<file path="src/rtl/stage_sequencer_pkg.sv">
// Shared stage and instruction-type encodings for the TinyCPU multi-cycle sequencer.
package stage_sequencer_pkg;

    localparam int STAGE_WIDTH = 3;
    localparam int ITYPE_W     = 5;

    typedef enum logic [STAGE_WIDTH-1:0] {
        STAGE_IDLE      = 3'd0,
        STAGE_IFETCH    = 3'd1,
        STAGE_DECODE    = 3'd2,
        STAGE_EXECUTE   = 3'd3,
        STAGE_MEM       = 3'd4,
        STAGE_WRITEBACK = 3'd5,
        STAGE_PC_UPDATE = 3'd6,
        STAGE_HALTED    = 3'd7
    } stage_e;

    localparam logic [ITYPE_W-1:0] INSTR_NOP   = 5'd0;
    localparam logic [ITYPE_W-1:0] INSTR_ALU   = 5'd1;
    localparam logic [ITYPE_W-1:0] INSTR_LOAD  = 5'd2;
    localparam logic [ITYPE_W-1:0] INSTR_STORE = 5'd3;
    localparam logic [ITYPE_W-1:0] INSTR_JUMP  = 5'd4;
    localparam logic [ITYPE_W-1:0] INSTR_HALT  = 5'd5;

endpackage

</file>
<file path="src/rtl/stage_sequencer_perf_counters.sv">
// Free-running debug counters for retired instructions and memory stall cycles; both wrap.
module stage_sequencer_perf_counters #(
    parameter int CNT_W = 32
) (
    input  logic             clk,
    input  logic             rst,
    input  logic             retire_en,
    input  logic             stall_en,
    output logic [CNT_W-1:0] instr_retired,
    output logic [CNT_W-1:0] stall_cycles
);

    localparam logic [CNT_W-1:0] ONE = {{(CNT_W-1){1'b0}}, 1'b1};

    logic [CNT_W-1:0] retired_d, retired_q;
    logic [CNT_W-1:0] stall_d, stall_q;

    // Next-count computation for both counters.
    always_comb begin
        retired_d = retired_q;
        stall_d   = stall_q;
        if (retire_en) begin
            retired_d = retired_q + ONE;
        end else begin
            retired_d = retired_q;
        end
        if (stall_en) begin
            stall_d = stall_q + ONE;
        end else begin
            stall_d = stall_q;
        end
    end

    // Counter registers with synchronous reset.
    always_ff @(posedge clk) begin
        if (rst) begin
            retired_q <= {CNT_W{1'b0}};
            stall_q   <= {CNT_W{1'b0}};
        end else begin
            retired_q <= retired_d;
            stall_q   <= stall_d;
        end
    end

    assign instr_retired = retired_q;
    assign stall_cycles  = stall_q;

endmodule

</file>
<file path="src/rtl/stage_sequencer.sv">
// Multi-cycle stage FSM for TinyCPU: walks each instruction through only the stages it needs.
module stage_sequencer
    import stage_sequencer_pkg::*;
#(
    parameter int CNT_W = 32
) (
    input  logic                   clk,
    input  logic                   rst,
    input  logic                   run,
    input  logic [ITYPE_W-1:0]     current_instruction_type,
    input  logic                   imem_ready,
    input  logic                   dmem_ready,
    output logic [STAGE_WIDTH-1:0] stage,
    output logic                   imem_req,
    output logic                   dmem_req,
    output logic                   halted,
    output logic [CNT_W-1:0]       instr_retired,
    output logic [CNT_W-1:0]       stall_cycles
);

    stage_e stage_d, stage_q;
    logic   imem_req_d, imem_req_q;
    logic   dmem_req_d, dmem_req_q;
    logic   halted_d, halted_q;
    logic   retire_en_s;
    logic   stall_en_s;

    // Next-stage selection; request flags are decoded from the next stage so they stay registered.
    always_comb begin
        stage_d     = stage_q;
        retire_en_s = 1'b0;
        stall_en_s  = 1'b0;
        case (stage_q)
            STAGE_IDLE, STAGE_HALTED: begin
                if (run) begin
                    stage_d = STAGE_IFETCH;
                end else begin
                    stage_d = stage_q;
                end
            end
            STAGE_IFETCH: begin
                if (imem_ready) begin
                    stage_d = STAGE_DECODE;
                end else begin
                    stage_d    = STAGE_IFETCH;
                    stall_en_s = 1'b1;
                end
            end
            STAGE_DECODE: begin
                if (current_instruction_type == INSTR_HALT) begin
                    stage_d = STAGE_HALTED;
                end else begin
                    stage_d = STAGE_EXECUTE;
                end
            end
            STAGE_EXECUTE: begin
                case (current_instruction_type)
                    INSTR_LOAD, INSTR_STORE: stage_d = STAGE_MEM;
                    INSTR_ALU:               stage_d = STAGE_WRITEBACK;
                    default:                 stage_d = STAGE_PC_UPDATE;
                endcase
            end
            STAGE_MEM: begin
                if (!dmem_ready) begin
                    stage_d    = STAGE_MEM;
                    stall_en_s = 1'b1;
                end else if (current_instruction_type == INSTR_LOAD) begin
                    stage_d = STAGE_WRITEBACK;
                end else begin
                    stage_d = STAGE_PC_UPDATE;
                end
            end
            STAGE_WRITEBACK: stage_d = STAGE_PC_UPDATE;
            STAGE_PC_UPDATE: begin
                stage_d     = STAGE_IFETCH;
                retire_en_s = 1'b1;
            end
            default: stage_d = STAGE_IDLE;
        endcase
        imem_req_d = (stage_d == STAGE_IFETCH);
        dmem_req_d = (stage_d == STAGE_MEM);
        halted_d   = (stage_d == STAGE_HALTED);
    end

    // Stage and decoded-output registers; reset wins over everything.
    always_ff @(posedge clk) begin
        if (rst) begin
            stage_q    <= STAGE_IDLE;
            imem_req_q <= 1'b0;
            dmem_req_q <= 1'b0;
            halted_q   <= 1'b0;
        end else begin
            stage_q    <= stage_d;
            imem_req_q <= imem_req_d;
            dmem_req_q <= dmem_req_d;
            halted_q   <= halted_d;
        end
    end

    stage_sequencer_perf_counters #(.CNT_W(CNT_W)) u_perf_counters (
        .clk           (clk),
        .rst           (rst),
        .retire_en     (retire_en_s),
        .stall_en      (stall_en_s),
        .instr_retired (instr_retired),
        .stall_cycles  (stall_cycles)
    );

    assign stage    = stage_q;
    assign imem_req = imem_req_q;
    assign dmem_req = dmem_req_q;
    assign halted   = halted_q;

endmodule

</file>
<file path="config.mk">
export PLATFORM = sky130hd
export DESIGN_NAME = stage_sequencer
export DESIGN_NICKNAME = d
export VERILOG_FILES = /design/src/rtl/stage_sequencer_pkg.sv /design/src/rtl/stage_sequencer_perf_counters.sv /design/src/rtl/stage_sequencer.sv
export SDC_FILE = /design/constraint.sdc
export NUM_CORES = 1
export LEC_CHECK = 0
export BUFFER_PORTS_ARGS = -buffer_cell sky130_fd_sc_hd__buf_2
export CAP_MARGIN = 10
export CORE_UTILIZATION = 26
export CTS_CLUSTER_DIAMETER = 40
export CTS_CLUSTER_SIZE = 8
export DETAILED_ROUTE_END_ITERATION = 6
export SYNTH_ARGS = -nofsm -noshare
export SYNTH_HDL_FRONTEND = slang
export SYNTH_HIERARCHICAL = 1
export SYNTH_SLANG_ARGS = --single-unit
</file>
<file path="constraint.sdc">
create_clock -name clk -period 3 [get_ports clk]
set_input_delay 0.3 -clock clk [delete_from_list [all_inputs] [get_ports clk]]
set_output_delay 0.3 -clock clk [all_outputs]
set_load 0.02 [all_outputs]
</file>
# ---- Word level (Yosys, flattened, before mapping)
# Cells that the tools add are included.
dict set report totals {
  regBits 70
  inputBits 10
  output_inout_bits 70
  elab_cells 36
}
dict set report op_classes {
  addsub 2
  eq_ne 14
  mux 11
  reduce_logical 3
}
# op count
set ops {}
lappend ops {{$add A32 B1 Y32 const B} 2}
lappend ops {{$pmux W3 S7} 1}
lappend ops {{$eq A3 B3 Y1 const B} 6}
lappend ops {{$eq A5 B2 Y1 const B} 2}
lappend ops {{$eq A3 B1 Y1 const B} 2}
lappend ops {{$eq A3 B2 Y1 const B} 2}
lappend ops {{$mux W2} 3}
lappend ops {{$mux W3} 2}
lappend ops {{$eq A5 B1 Y1 const B} 1}
lappend ops {{$eq A5 B3 Y1 const B} 1}
lappend ops {{$pmux W2 S2} 1}
lappend ops {{$reduce_or A2 Y1} 2}
lappend ops {{$logic_not A3 Y1} 1}
lappend ops {{$mux W1} 3}
lappend ops {{$pmux W1 S2} 1}

# ---- Longest topological paths before layout
dict set report logic_depth {
  word_depth 5
  ltp_mapped 10
  mapped_depth_nobuf 7
}

# ---- Hierarchy
# The synthesis kept the hierarchy.
# mod n_inst cells_per_inst area_each_um2 seq_area_each_um2
set modules_own_cells {}
lappend modules_own_cells {stage_sequencer_perf_counters 1 354 3019.1 1281.2}
lappend modules_own_cells {stage_sequencer 1 42 371.6 120.1}

# ---- Least setup slack after synthesis
# OpenSTA, ideal clock, no wires.
dict set report synth_path {
  path_kind {register to register}
  startpoint {register stage_q[2], in the netlist stage[2]}
  endpoint {register u_perf_counters.stall_q[22], in the netlist u_perf_counters/stall_cycles[22]}
  setup_time_ns 0.070
  arrival_time_ns 2.502
  t_required_ns 2.930
  path_slack_ns 0.428
  stages_incl_launch_ff 10
  path_buffers 3
  period_less_slack_ns 2.572
  cell_sequence {dfxtp_1 > or3b_2 > a21oi_1 > buf_2 > and3_1 > clkbuf_1 > nand4_1 > clkbuf_1 > or4_1 > a21oi_1}
}
dict set report synth_via {
  elab_chain_len 2
  elab_cells_between_ends 3
  classes_between {eq/ne: 2; mux: 1}
}
# item line_no
set synth_rtl {}
lappend synth_rtl {{start, declared} stage_sequencer.sv:21} ;# stage_e stage_d, stage_q;
lappend synth_rtl {{start signal, assigned} stage_sequencer.sv:93} ;# stage_q <= stage_d;
lappend synth_rtl {{$eq A3 B3 Y1 / $eq A3 B1 Y1 (equally long branches)} stage_sequencer.sv:33} ;# case (stage_q)
lappend synth_rtl {{$pmux W1 S2 *} stage_sequencer.sv:33}
lappend synth_rtl {{named net stall_en_s} stage_sequencer.sv:26} ;# logic stall_en_s;
lappend synth_rtl {{end signal, assigned} stage_sequencer_perf_counters.sv:38} ;# stall_q <= {CNT_W{1'b0}};
lappend synth_rtl {{end signal, assigned} stage_sequencer_perf_counters.sv:41} ;# stall_q <= stall_d;
lappend synth_rtl {{end, declared} stage_sequencer_perf_counters.sv:16} ;# logic [CNT_W-1:0] stall_d, stall_q;
# Mark *: on every way through the listed nets, which the timed path passes. The rest lies on a longest branch.
# A chain may end at the register's enable or synchronous reset.

# ---- Worst setup path in the final report
dict set report layout_path {
  startpoint {register stage_q[1], in the netlist stage[1]}
  endpoint {register u_perf_counters.retired_q[30], in the netlist u_perf_counters/instr_retired[30]}
}
dict set report layout_via {
  elab_chain_len 2
}
# item line_no
set layout_rtl {}
lappend layout_rtl {{$eq A3 B3 Y1} stage_sequencer.sv:33}
lappend layout_rtl {{$mux W1} stage_sequencer.sv:33}
lappend layout_rtl {{named net retire_en_s} stage_sequencer.sv:25} ;# logic retire_en_s;
lappend layout_rtl {{end signal, assigned} stage_sequencer_perf_counters.sv:37} ;# retired_q <= {CNT_W{1'b0}};
lappend layout_rtl {{end signal, assigned} stage_sequencer_perf_counters.sv:40} ;# retired_q <= retired_d;
lappend layout_rtl {{end, declared} stage_sequencer_perf_counters.sv:15} ;# logic [CNT_W-1:0] retired_d, retired_q;
# The timed path passes the listed nets, and every way through them passes these cells.

==> impl_metrics.ini <==
[final_layout]
finish.net_count = 483
mostFrequentLayoutCells = sky130_fd_sc_hd__buf_2, sky130_fd_sc_hd__dfxtp_1, sky130_fd_sc_hd__a21oi_1, sky130_fd_sc_hd__nor2_1, sky130_fd_sc_hd__or4_1
final_layout_size_suffix_gt1_share_pct = 23.74
layout.cells.most_common = sky130_fd_sc_hd__buf_2
number_of_antenna_repair_diodes = 0
layout-area-overhead-vs-synth_pct = 24.94
finalInstanceArea_um2 = 4237

[floorplan]
design.core.area_um2 = 12670
initial_standard_cell_utilization_of_the_core_pct = 26.76
ios = 80
rows = 41
die_y_um = 116.2
die_w_um = 116.2
floorplan.die_area_um2 = 13500

[sta]
fin_crit_ns = 2.723
final_hold_viol_count = 0
final.setup_skew_ns = 0.004197
timing.fmax_mhz = 367.3
slew-limit-headroom_pct = 48.64
report.final.slew_viol_count = 0
period_share_pct = 90.75
worstMarginPinSlew_ns = 0.7703
final-setup-viol-count = 0
setup-tns-final_ns = 0
grt_setup_unrepaired = false

[critical_path]
timing.critical_path.fanout_max = 18
critical_path.slowest_cell = sky130_fd_sc_hd__or4_1
cp.required_ns = 3.22
cp.arrival_ns = 2.95
peak_per_stage_delay_on_the_critical_path_ns = 0.82
reg2reg_slack_ns = 0.28
rr_worst_depth = 5
worst_r2r_endpoint = u_perf_counters/instr_retired[30]
rr_startpoint = stage[1]
start_kind = register
timing.critical_path.cells = and3b_1, nand3_2, or4_1, nor4_1, mux2_2
worst-setup-path-type = reg -> reg
capturing_element_type_of_the_critical_path = register

[power]
cellPowerDensity_nw_per_um2 = 486.4
worst_ir_drop_vdd_uv = 264.4
power.static_leakage_nw = 1.569

[worst_hold_path]
whs_endpoint = imem_req
holdCritPathClass = in -> reg
timing.hold.worst_path_depth = 4
hold_path.startpoint = current_instruction_type[2]

[synthesis]
ys_seq_area_share_pct = 41.33
yosys_most_used_dff = sky130_fd_sc_hd__dfxtp_1
synthArstFlopShare_pct = 0
yosys.cell_types.count = 45
netlist_area_um2 = 3391
ys.warnings.count = 6
synth.avg_cell_area_um2 = 8.563
syn-instance-count = 396
synth-edff-count = 0
synth.top_cell.area_share_pct = 41.33
postSynthRegisterBits = 70
synthesis.nets = 408
synth_top_area_cell = sky130_fd_sc_hd__dfxtp_1
synth.top_cells.by_area = sky130_fd_sc_hd__dfxtp_1, sky130_fd_sc_hd__or4_1, sky130_fd_sc_hd__a21oi_1

[global_routing]
grt_start_max_net_pins = 40
grt.overflow.total = 0
grt_pass1_wl_um = 14320
global_route.usage.total_pct = 13.60
grt_antenna_before_repair = 0
grt_pass1_vias = 3081

[clock_tree]
numCtsBuffers = 9
clk-insertion-delay-late_ns = 0.33
numClockSinks = 70
holdBufCountCts = 0
cts-root-buf = sky130_fd_sc_hd__clkbuf_16
htree_levels = 3
cts-resized-gates = 0
clk_pin_slew_ns = 0.06
cts_buffer_depth = 2
cts_tree = yes

[placed_design]
gp_routability_congestion = 0.8692
detailed_place.area_um2 = 3953
buffer_ports.inserted = 79
hpwl_after_dpl_um = 6415

[routing]
detailroute.via_count = 3338
wl_per_cell_um = 14.01
detail_route.first_pass.iterations = 4
finalWirelength_um = 9077
post-route-drc-count = 0
via_per_inst = 5.151
detail_route.iter0.violations = 163
ant_nets = 0

[outcome]
outcome = finished clean

[flow_run]
max_cap_violations = 0
cells in the mapped netlist (all sizes together) (6+ instances only):
library cell	instances
xor2	11
nand4	18
or3	9
nor3	9
dfxtp	70
xnor2	13
buf	7
o21ai	11
nand2	25
nand3	21
inv	7
or4	27
nor2	35
clkbuf	14
and4	11
nor2b	7
and3	6
a21oi	37
o31ai	24
cell families after synthesis:
group,Yosys count,share of synthesized area (%)
multiplexers,5,1.587
XOR/XNOR,24,6.199
AO/OA/AOI/OAI,80,14.35
buffers and inverters,28,3.321
adder cells (fa/ha/maj),2,0.7379
AND/OR/NAND/NOR,187,32.47
flip-flops,70,41.33
layer usage:
layer | global-route usage, % | vias to the layer above | part of all wire [%]
met5 | 0 | - | 0
met4 | 7.521 | 0 | 2.4
met3 | 4.307 | 24 | 6.1
met2 | 21.67 | 100 | 46
met1 | 16.25 | 1577 | 46
li1 | - | 1637 | -
per-stage QoR:
stage	instances	power, mW	util (%)	setup slack [ns]	hold WS, ns
after floorplan	396	1.054	-	0.4278	0.3703
after global placement	631	1.090	31.19	0.3646	0.4717
after detailed placement	631	1.095	31.19	0.1993	0.4891
after CTS	647	2.089	33.38	0.1896	0.3492
after global routing	648	2.146	33.44	0.1334	0.3810
final	648	2.061	33.44	0.2775	0.3684
where the power goes:
part	total, mW	switching, mW	internal [mW]
clock network	0.985	0.408	0.577
registers	0.961	0.0190	0.942
logic	0.115	0.0709	0.0442
state kept, by name (all words and copies together), names as in the netlist:
register,cells
u_perf_counters/stall_cycles,32
halted,1
imem_req,1
u_perf_counters/instr_retired,32
dmem_req,1
stage,3
worst max path at each step:
stage / from / depth (start not counted) / end
floorplan: stage[2] / 9 / u_perf_counters/stall_cycles[22]
global placement: stage[2] / 6 / u_perf_counters/stall_cycles[26]
detailed placement: stage[2] / 6 / u_perf_counters/stall_cycles[18]
CTS: stage[2] / 6 / u_perf_counters/stall_cycles[24]
global route: stage[1] / 5 / u_perf_counters/instr_retired[30]
finish: stage[1] / 5 / u_perf_counters/instr_retired[30]
worst max-delay path, delay by kind of cell, from the launching register on:
| kind | cells | cell delay [ns] |
|---|---|---|
| and+or+nand+nor | 4 | 1.66 |
| DFF | 1 | 0.59 |
| muxes | 1 | 0.37 |
timing repair:
item	4_1_cts	5_1_grt
endpoints found under the hold margin	0	0
endpoints found under the setup margin	0	2
setup buffers	0	1
area by class of cell:
cell class / instances / area (um2)
Multi-Input combinational cell: 298 / 1877
Clock inverter: 6 / 37.54
Tap cell: 172 / 215.2
Inverter: 7 / 26.28
Fill cell: 1333 / 8434
Sequential cell: 70 / 1401
Clock buffer: 10 / 239.0
Timing Repair Buffer: 85 / 440.4
Note: power is estimated with default switching activity, not from simulation.
